--- src/rtl/lsu_pkg.sv ---
// Shared definitions for the load/store unit: access-type codes, FSM state
// encoding and the transfer timeout limit.
package lsu_pkg;

  localparam logic [2:0] LOAD_LB  = 3'b000;
  localparam logic [2:0] LOAD_LH  = 3'b001;
  localparam logic [2:0] LOAD_LW  = 3'b010;
  localparam logic [2:0] LOAD_LBU = 3'b011;
  localparam logic [2:0] LOAD_LHU = 3'b101;

  localparam logic [1:0] STORE_SB = 2'b00;
  localparam logic [1:0] STORE_SH = 2'b01;
  localparam logic [1:0] STORE_SW = 2'b10;

  // Cycles a transfer may spend in REQ/WAIT_R before it is abandoned.
  localparam logic [7:0] TIMEOUT = 8'd255;

  typedef enum logic [1:0] {
    S_IDLE   = 2'd0,
    S_REQ    = 2'd1,
    S_WAIT_R = 2'd2,
    S_DONE   = 2'd3
  } lsu_state_t;

endpackage

--- src/rtl/lsu_align.sv ---
// Combinational lane logic: access legality/alignment, byte enables, store
// data replication and load-result extraction with sign/zero extension.
module lsu_align
  import lsu_pkg::*;
(
  input  logic        read,
  input  logic        write,
  input  logic [2:0]  load,
  input  logic [1:0]  store,
  input  logic [1:0]  addr_lo,
  input  logic [31:0] wdata,
  output logic        legal,
  output logic [3:0]  be,
  output logic [31:0] wdata_rep,
  input  logic [2:0]  ext_load,
  input  logic [1:0]  ext_lane,
  input  logic [31:0] rdata,
  output logic [31:0] rdata_ext
);

  logic        load_ok;
  logic        store_ok;
  logic [7:0]  byte_sel;
  logic [15:0] half_sel;

  always_comb begin
    load_ok = 1'b0;
    case (load)
      LOAD_LB, LOAD_LBU: load_ok = 1'b1;
      LOAD_LH, LOAD_LHU: load_ok = ~addr_lo[0];
      LOAD_LW:           load_ok = (addr_lo == 2'b00);
      default:           load_ok = 1'b0;
    endcase

    store_ok  = 1'b0;
    be        = 4'b0000;
    wdata_rep = wdata;
    case (store)
      STORE_SB: begin
        store_ok  = 1'b1;
        be        = 4'b0001 << addr_lo;
        wdata_rep = {4{wdata[7:0]}};
      end
      STORE_SH: begin
        store_ok  = ~addr_lo[0];
        be        = 4'b0011 << {addr_lo[1], 1'b0};
        wdata_rep = {2{wdata[15:0]}};
      end
      STORE_SW: begin
        store_ok  = (addr_lo == 2'b00);
        be        = 4'b1111;
      end
      default: ;
    endcase

    // Simultaneous read and write is treated as an illegal access.
    legal = (read & ~write & load_ok) | (write & ~read & store_ok);
  end

  always_comb begin
    byte_sel  = rdata[{ext_lane, 3'b000} +: 8];
    half_sel  = ext_lane[1] ? rdata[31:16] : rdata[15:0];
    rdata_ext = rdata;
    case (ext_load)
      LOAD_LB:  rdata_ext = {{24{byte_sel[7]}}, byte_sel};
      LOAD_LBU: rdata_ext = {24'h000000, byte_sel};
      LOAD_LH:  rdata_ext = {{16{half_sel[15]}}, half_sel};
      LOAD_LHU: rdata_ext = {16'h0000, half_sel};
      default:  rdata_ext = rdata;
    endcase
  end

endmodule

--- src/rtl/lsu_controller.sv ---
// Load/store unit controller: accepts one access from execute, stalls the
// pipeline while it runs a single request/response transfer on the dmem port.
module lsu_controller
  import lsu_pkg::*;
(
  input  logic        clk,
  input  logic        reset,
  input  logic        MemRead,
  input  logic        MemWrite,
  input  logic [2:0]  Load,
  input  logic [1:0]  Store,
  input  logic [31:0] Addr,
  input  logic [31:0] WData,
  output logic        Stall,
  output logic        Done,
  output logic [31:0] RData,
  output logic        MisalignFault,
  output logic        dmem_req,
  output logic        dmem_we,
  output logic [31:0] dmem_addr,
  output logic [3:0]  dmem_be,
  output logic [31:0] dmem_wdata,
  input  logic        dmem_ready,
  input  logic        dmem_rvalid,
  input  logic [31:0] dmem_rdata,
  output logic [1:0]  fsm_state
);

  // Handshake: a request is held (dmem_req plus stable addr/be/wdata/we)
  // until the cycle dmem_ready=1; read data is taken in the first cycle with
  // dmem_rvalid=1, which may coincide with the dmem_ready cycle.

  lsu_state_t  state;
  lsu_state_t  next_state;

  logic [31:0] addr_q;
  logic        is_load_q;
  logic [2:0]  load_q;
  logic [3:0]  be_q;
  logic [31:0] wdata_q;
  logic [31:0] rdata_q;
  logic [7:0]  timer_q;

  logic        legal;
  logic [3:0]  be_c;
  logic [31:0] wdata_c;
  logic [31:0] rdata_ext;

  logic        accept;
  logic        load_cpl;
  logic        timed_out;
  logic        stall_c;
  logic        fault_c;
  logic        req_c;
  logic        we_c;
  logic        done_c;

  lsu_align u_align (
    .read      (MemRead),
    .write     (MemWrite),
    .load      (Load),
    .store     (Store),
    .addr_lo   (Addr[1:0]),
    .wdata     (WData),
    .legal     (legal),
    .be        (be_c),
    .wdata_rep (wdata_c),
    .ext_load  (load_q),
    .ext_lane  (addr_q[1:0]),
    .rdata     (dmem_rdata),
    .rdata_ext (rdata_ext)
  );

  always_ff @(posedge clk or posedge reset) begin
    if (reset) state <= S_IDLE;
    else       state <= next_state;
  end

  always_comb begin
    next_state = state;
    accept     = 1'b0;
    load_cpl   = 1'b0;
    stall_c    = 1'b0;
    fault_c    = 1'b0;
    req_c      = 1'b0;
    we_c       = 1'b0;
    done_c     = 1'b0;
    timed_out  = (timer_q == TIMEOUT);

    case (state)
      S_IDLE: begin
        if (MemRead || MemWrite) begin
          if (legal) begin
            accept     = 1'b1;
            stall_c    = 1'b1;
            next_state = S_REQ;
          end else begin
            fault_c = 1'b1;
          end
        end
      end

      S_REQ: begin
        req_c   = 1'b1;
        we_c    = ~is_load_q;
        stall_c = 1'b1;
        if (dmem_ready) begin
          if (!is_load_q) begin
            next_state = S_DONE;
          end else if (dmem_rvalid) begin
            load_cpl   = 1'b1;
            next_state = S_DONE;
          end else begin
            next_state = S_WAIT_R;
          end
        end else if (timed_out) begin
          stall_c    = 1'b0;
          fault_c    = 1'b1;
          next_state = S_IDLE;
        end
      end

      S_WAIT_R: begin
        stall_c = 1'b1;
        if (dmem_rvalid) begin
          load_cpl   = 1'b1;
          next_state = S_DONE;
        end else if (timed_out) begin
          stall_c    = 1'b0;
          fault_c    = 1'b1;
          next_state = S_IDLE;
        end
      end

      S_DONE: begin
        done_c     = 1'b1;
        next_state = S_IDLE;
      end

      default: next_state = S_IDLE;
    endcase
  end

  always_ff @(posedge clk or posedge reset) begin
    if (reset) begin
      addr_q    <= 32'h0;
      is_load_q <= 1'b0;
      load_q    <= 3'b000;
      be_q      <= 4'b0000;
      wdata_q   <= 32'h0;
      rdata_q   <= 32'h0;
      timer_q   <= 8'h00;
    end else begin
      if (accept) begin
        addr_q    <= Addr;
        is_load_q <= MemRead;
        load_q    <= Load;
        be_q      <= MemRead ? 4'b0000 : be_c;
        wdata_q   <= MemRead ? 32'h0 : wdata_c;
      end
      if (accept) begin
        timer_q <= 8'h00;
      end else if (state == S_REQ || state == S_WAIT_R) begin
        timer_q <= timer_q + 8'd1;
      end
      if (load_cpl) rdata_q <= rdata_ext;
    end
  end

  // IDLE-cycle outputs depend on core inputs, so they are masked during reset.
  assign Stall         = stall_c & ~reset;
  assign MisalignFault = fault_c & ~reset;
  assign Done          = done_c;
  assign dmem_req      = req_c;
  assign dmem_we       = we_c;
  assign dmem_addr     = {addr_q[31:2], 2'b00};
  assign dmem_be       = be_q;
  assign dmem_wdata    = wdata_q;
  assign RData         = rdata_q;
  assign fsm_state     = state;

endmodule

--- config.mk ---
export PLATFORM = sky130hd
export DESIGN_NAME = lsu_controller
export DESIGN_NICKNAME = d
export VERILOG_FILES = /design/src/rtl/lsu_pkg.sv /design/src/rtl/lsu_align.sv /design/src/rtl/lsu_controller.sv
export SDC_FILE = /design/constraint.sdc
export NUM_CORES = 1
export LEC_CHECK = 0
export ABC_CLOCK_PERIOD_IN_PS = 6500
export CAP_MARGIN = 20
export CORE_MARGIN = 2
export CORE_UTILIZATION = 40
export DETAILED_ROUTE_END_ITERATION = 6
export PLACE_DENSITY = 0.72
export SLEW_MARGIN = 20
export SYNTH_ARGS = -nofsm -noshare
export SYNTH_HDL_FRONTEND = slang
export SYNTH_HIERARCHICAL = 1
export SYNTH_SLANG_ARGS = --single-unit
--- constraint.sdc ---
create_clock -name clk -period 6.5 [get_ports clk]
set_clock_uncertainty 0.2 [all_clocks]
set_input_delay 1.3 -clock clk [delete_from_list [all_inputs] [get_ports clk]]
set_output_delay 1.3 -clock clk [all_outputs]
set_load 0.005 [all_outputs]
* Word level (Yosys, flattened, before mapping)
Cells that the tools add are included.
Storage, ports and cells: flip-flop bits (word level) 114, input bits 107, output and inout bits 107, logic and storage cells 88
Cells by class: $add $sub $neg 1, equality and inequality tests 15, shift operators 3, muxes and demuxes 38, bitwise operators 12, reduce and logical (&&, ||, !) cells 11
Operator list (number):
- $pmux W32 S4 | 1
- $pmux W32 S2 | 1
- $mux W32 | 1
- $shiftx A32 B6 Y8 | 1
- $mux W1 | 19
- $mux W16 | 1
- $mux W8 | 2
- $pmux W1 S3 | 4
- $pmux W4 S3 | 1
- $mux W2 | 5
- $eq A3 B2 Y1 const B | 3
- $add A8 B1 Y8 const B | 1
- $eq A8 B8 Y1 const B | 1
- $pmux W2 S4 | 1
- $and A1 B1 Y1 | 6
- $eq A2 B2 Y1 const B | 3
- $eq A3 B1 Y1 const B | 2
- $eq A3 B3 Y1 const B | 2
- $logic_not A2 Y1 | 3
- $logic_not A3 Y1 | 2
- $not A1 Y1 | 5
- $eq A2 B1 Y1 const B | 2
- $mux W4 | 1
- $ne A2 B2 Y1 const B | 2
- other kinds (8) | 10

* Logic depth before layout (Yosys ltp)
depth in word-level cells 9, gate-level depth with buffers 10

* Hierarchy
The synthesis kept the hierarchy.
By module, submodules not included:
- lsu_controller | times used 1, cells each 485, area each 5003.5 um^2, sequential area each 2852.7 um^2
- lsu_align | times used 1, cells each 175, area each 1128.6 um^2, sequential area each 0.0 um^2

* Worst setup path after synthesis
OpenSTA, ideal clock, no wires.
kind input port to output port, start point input port Store[0], end point output port Stall, arrival 2.691 ns, required time 5.000 ns, path slack 2.309 ns, cell stages on the path 9, path buffers 3, cells stage by stage clkbuf_1 > nor3_1 > o21ai_0 > o22ai_1 > inv_1 > or2_1 > buf_4 > buf_6 > a31oi_2
On the way: longest elaborated chain between the ends 8, elaborated cells on any way between the ends 10
Ends and longest elaborated chain:
- start, declared | RTL line lsu_controller.sv:11 | input logic [1:0] Store,
- $eq A2 B2 Y1 (tied with other cells) | RTL line lsu_align.sv:38 | case (store)
- $pmux W1 S3 (*) | RTL line lsu_align.sv:38
- $and A1 B1 Y1 (*) | RTL line lsu_align.sv:57 | legal = (read & ~write & load_ok) | (write & ~read & store_ok);
- $or A1 B1 Y1 (*) | RTL line lsu_align.sv:57
- via legal | RTL line lsu_controller.sv:44 | logic legal;
- $mux W1 (*) | RTL line lsu_controller.sv:93 | if (legal) begin
- $mux W1 (*) | RTL line lsu_controller.sv:92 | if (MemRead || MemWrite) begin
- $pmux W1 S3 (*) | RTL line lsu_controller.sv:90 | case (state)
- $and A1 B1 Y1 (*) | RTL line lsu_controller.sv:171 | assign Stall = stall_c & ~reset;
- end, declared | RTL line lsu_controller.sv:14 | output logic Stall,
The timed path passes the listed nets; every way through them passes the cells marked *.

* Worst setup path in the final report
Same ends and word-level chain as after synthesis.

==> metrics.cfg <==
[outcome]
status = finished, final reports clean

[finish]
syn2layout_area_growth_pct = 40.4
utilization_pct = 57.0
n_antenna_cell = 0
stdcell_count = 1021
layout-drive-gt1-share_pct = 11.0
design_area_mm2 = 0.00861
final_nets = 933

[sta]
post-route-period-util_pct = 78.2
setup_violations = 0
timing.setup.tns_ns = 0
fin_hold_ws_ns = 0.262
rsz0062_at_grt = false
tightest_slew_ns = 1.07
setup_slack_ns = 1.42
period_minus_slack_ns = 5.08
hold_violations = 0
slew_violations = 0
relSlewSlack_pct = 28.5
fmax_mhz = 197

[routing]
wl_mm = 16.4
vias = 5026
drtAntennaViolNets = 0
avgRoutedWirePerCell_um = 16.0
post-route-drc-count = 0
drt_first_iter_violations = 315
drtPass1Iterations = 4
viasPerCell = 4.92

[critical_path]
worst_setup_path_start_kind = primary input
path_class = primary input to output port
cp.required_ns = 5.00
cp_cell_sequence = clkdlybuf4s50_1 -> buf_4 -> nor3_1 -> o21ai_0 -> o22ai_1 -> inv_1 -> or2_2 -> a31oi_2 -> clkdlybuf4s50_1
critPathArrivalTime_ns = 3.58
crit_fanout = 18
worst-path-buf-inv = 4
crit_family = buffers and inverters
slowest_stage = clkdlybuf4s50_1
path_common_cell = clkdlybuf4s50_1
cpPeakStageDelay_ns = 0.52
worstSetupEndpointType = output port

[clock_tree]
clock_latency_ns = 0.40
cts_root_buf = clkbuf_16
htreeDepth = 4
ctsLongestPathBuffers = 2
clk_pin_slew_ns = 0.05
hold_buffers = 0
cts.repair.resized = 0
cts_inserted_buffers = 17
post-cts-setup-buffers = 0
cts_tree = done
cts_sinks = 114

[yosys]
synthesis.area_mm2 = 0.00613
synth_most_common_cell = nand2_1
synth_edf_count = 0
synth-async-reset-ratio_pct = 100
syn_area_per_cell_um2 = 9.29
yosysTopAreaCellShare_pct = 46.5
ys_types = 50
yosys.area.top_type = dfrtp_1
synth_cells = 660
synth_area_leaders = dfrtp_1 47%, nand2_1 14%, mux2_2 8.6%
synth_commonest_cells = 231 x nand2_1, 114 x dfrtp_1, 47 x mux2_2, 41 x buf_4, 37 x nand3b_1
ys_seq_area_share_pct = 46.5
synthFlopType = dfrtp_1
ys_ff_latch = 114
synth_warnings = 6

[floorplan]
design.portCount = 214
die_w_um = 128
rows = 45
core_area_mm2 = 0.0151
die_area_mm2 = 0.0163
die_h_um = 128
initial_core_util_pct = 40.6

[global_routing]
antenna_found_initial = 0
grt_max_degree = 82
grt_pass1_wl_mm = 25.9
grt_overflow = 0
grt_pass1_vias = 5001
grtUsageTotal_pct = 20.2

[pwr]
p_int_mw = 2.57
pwr-share-comb_pct = 41.7
p_switching_mw = 1.18
p_per_area_mw_per_mm2 = 436
power.total_mw = 3.75
p_sw_share_pct = 31.5
p_leak_nw = 4.01
p_seq_share_pct = 33.0
vdd_drop_max_uv = 216
pwr-share-clk_pct = 25.3

[placed_design]
dp_cells = 990
dp_slack_ns = 1.44
dp_hpwl_mm = 11.3
place_area_mm2 = 0.00800
gp_congestion = 0.801
portBuffers = 211

[flow_run]
cap_violations = 0

[worst_hold_path]
hold_class = flip-flop to flip-flop

## logic make-up (layout without fill, tap and decap cells)
logic type	after synthesis	count (layout)	share of synthesized area, %
DFF	114	114	46.5
AOI/OAI and AO/OA	61	61	7.08
muxes	68	68	12.3
xor gates and xnor gates	7	7	1.00
and+or+nand+nor	315	315	22.5
other	1	2	0.0612
buffers and inverters	89	261	9.53
adders and majority gates	5	5	1.02
## power by group through the flow
stage	combinational, mW	sequential [mW]	clock (mW)
6_report	1.56	1.24	0.949
4_1_cts	1.58	1.24	0.968
2_1_floorplan	0.871	1.23	0
5_1_grt	1.73	1.28	0.998
3_5_place_dp	1.57	1.25	0
3_3_place_gp	1.56	1.24	0
## worst min-delay path: cells and delay by family (launching register included)
kind	cells	cell delay, ns
simple gates	2	0.10
flops	1	0.33
## flip-flops by register name (all words and copies together) (netlist names)
signal and count:
fsm_state 2, RData 32, timer_q 8, dmem_wdata 32
dmem_be 4, load_q 3, addr_q 32, is_load_q 1
## area by class of cell
| type | instances | area, µm² |
|---|---|---|
| inverter | 12 | 47.5 |
| multi-input combinational | 458 | 2700 |
| clock buffer | 21 | 470 |
| tap | 188 | 235 |
| fill | 1368 | 6480 |
| sequential | 114 | 2850 |
| timing repair buffer | 218 | 2160 |
| clock inverter | 10 | 133 |
## routing by layer
metal / global-route usage [%] / wire length [µm]
met1: 25.4 / 7200
met5: 0 / 0
met3: 7.43 / 1440
met4: 6.01 / 190
met2: 32.7 / 7520
## final timing paths
path / start / to / slack (ns) / depth (start not counted)
max: Store[0] / Stall / 1.42 / 9
min: dmem_wdata[4] / dmem_wdata[4] / 0.26 / 2
max reg2reg: addr_q[1] / RData[28] / 3.70 / 5
min reg2reg: dmem_wdata[4] / dmem_wdata[4] / 0.26 / 2
max in group asynchronous: reset / timer_q[3] / 3.64 / 3
min in group asynchronous: reset / fsm_state[1] / 1.26 / 2
## cells in the final DEF (no fill, tap or decap), drive strengths merged, types with 2 or more instances in the layout
master,netlist,layout
nor2,25,25
o21ai,17,17
mux2,48,48
nand2,231,231
clkinv,0,4
a22oi,9,9
ha,5,5
o22ai,3,3
clkinvlp,0,3
or2,2,2
mux2i,19,19
nand3b,37,37
nand3,2,2
o31a,2,2
clkdlybuf4s50,0,211
a221o,7,7
xor2,5,5
o22a,2,2
clkbuf,11,21
or3,2,2
buf,66,7
bufinv,0,3
xnor2,2,2
nand2b,4,4
a31oi,2,2
nor3,2,2
a21oi,12,12
dfrtp,114,114
and3,3,3
nand4,3,3
inv,12,12
conb,1,2
(Power assumes the default switching activity.)
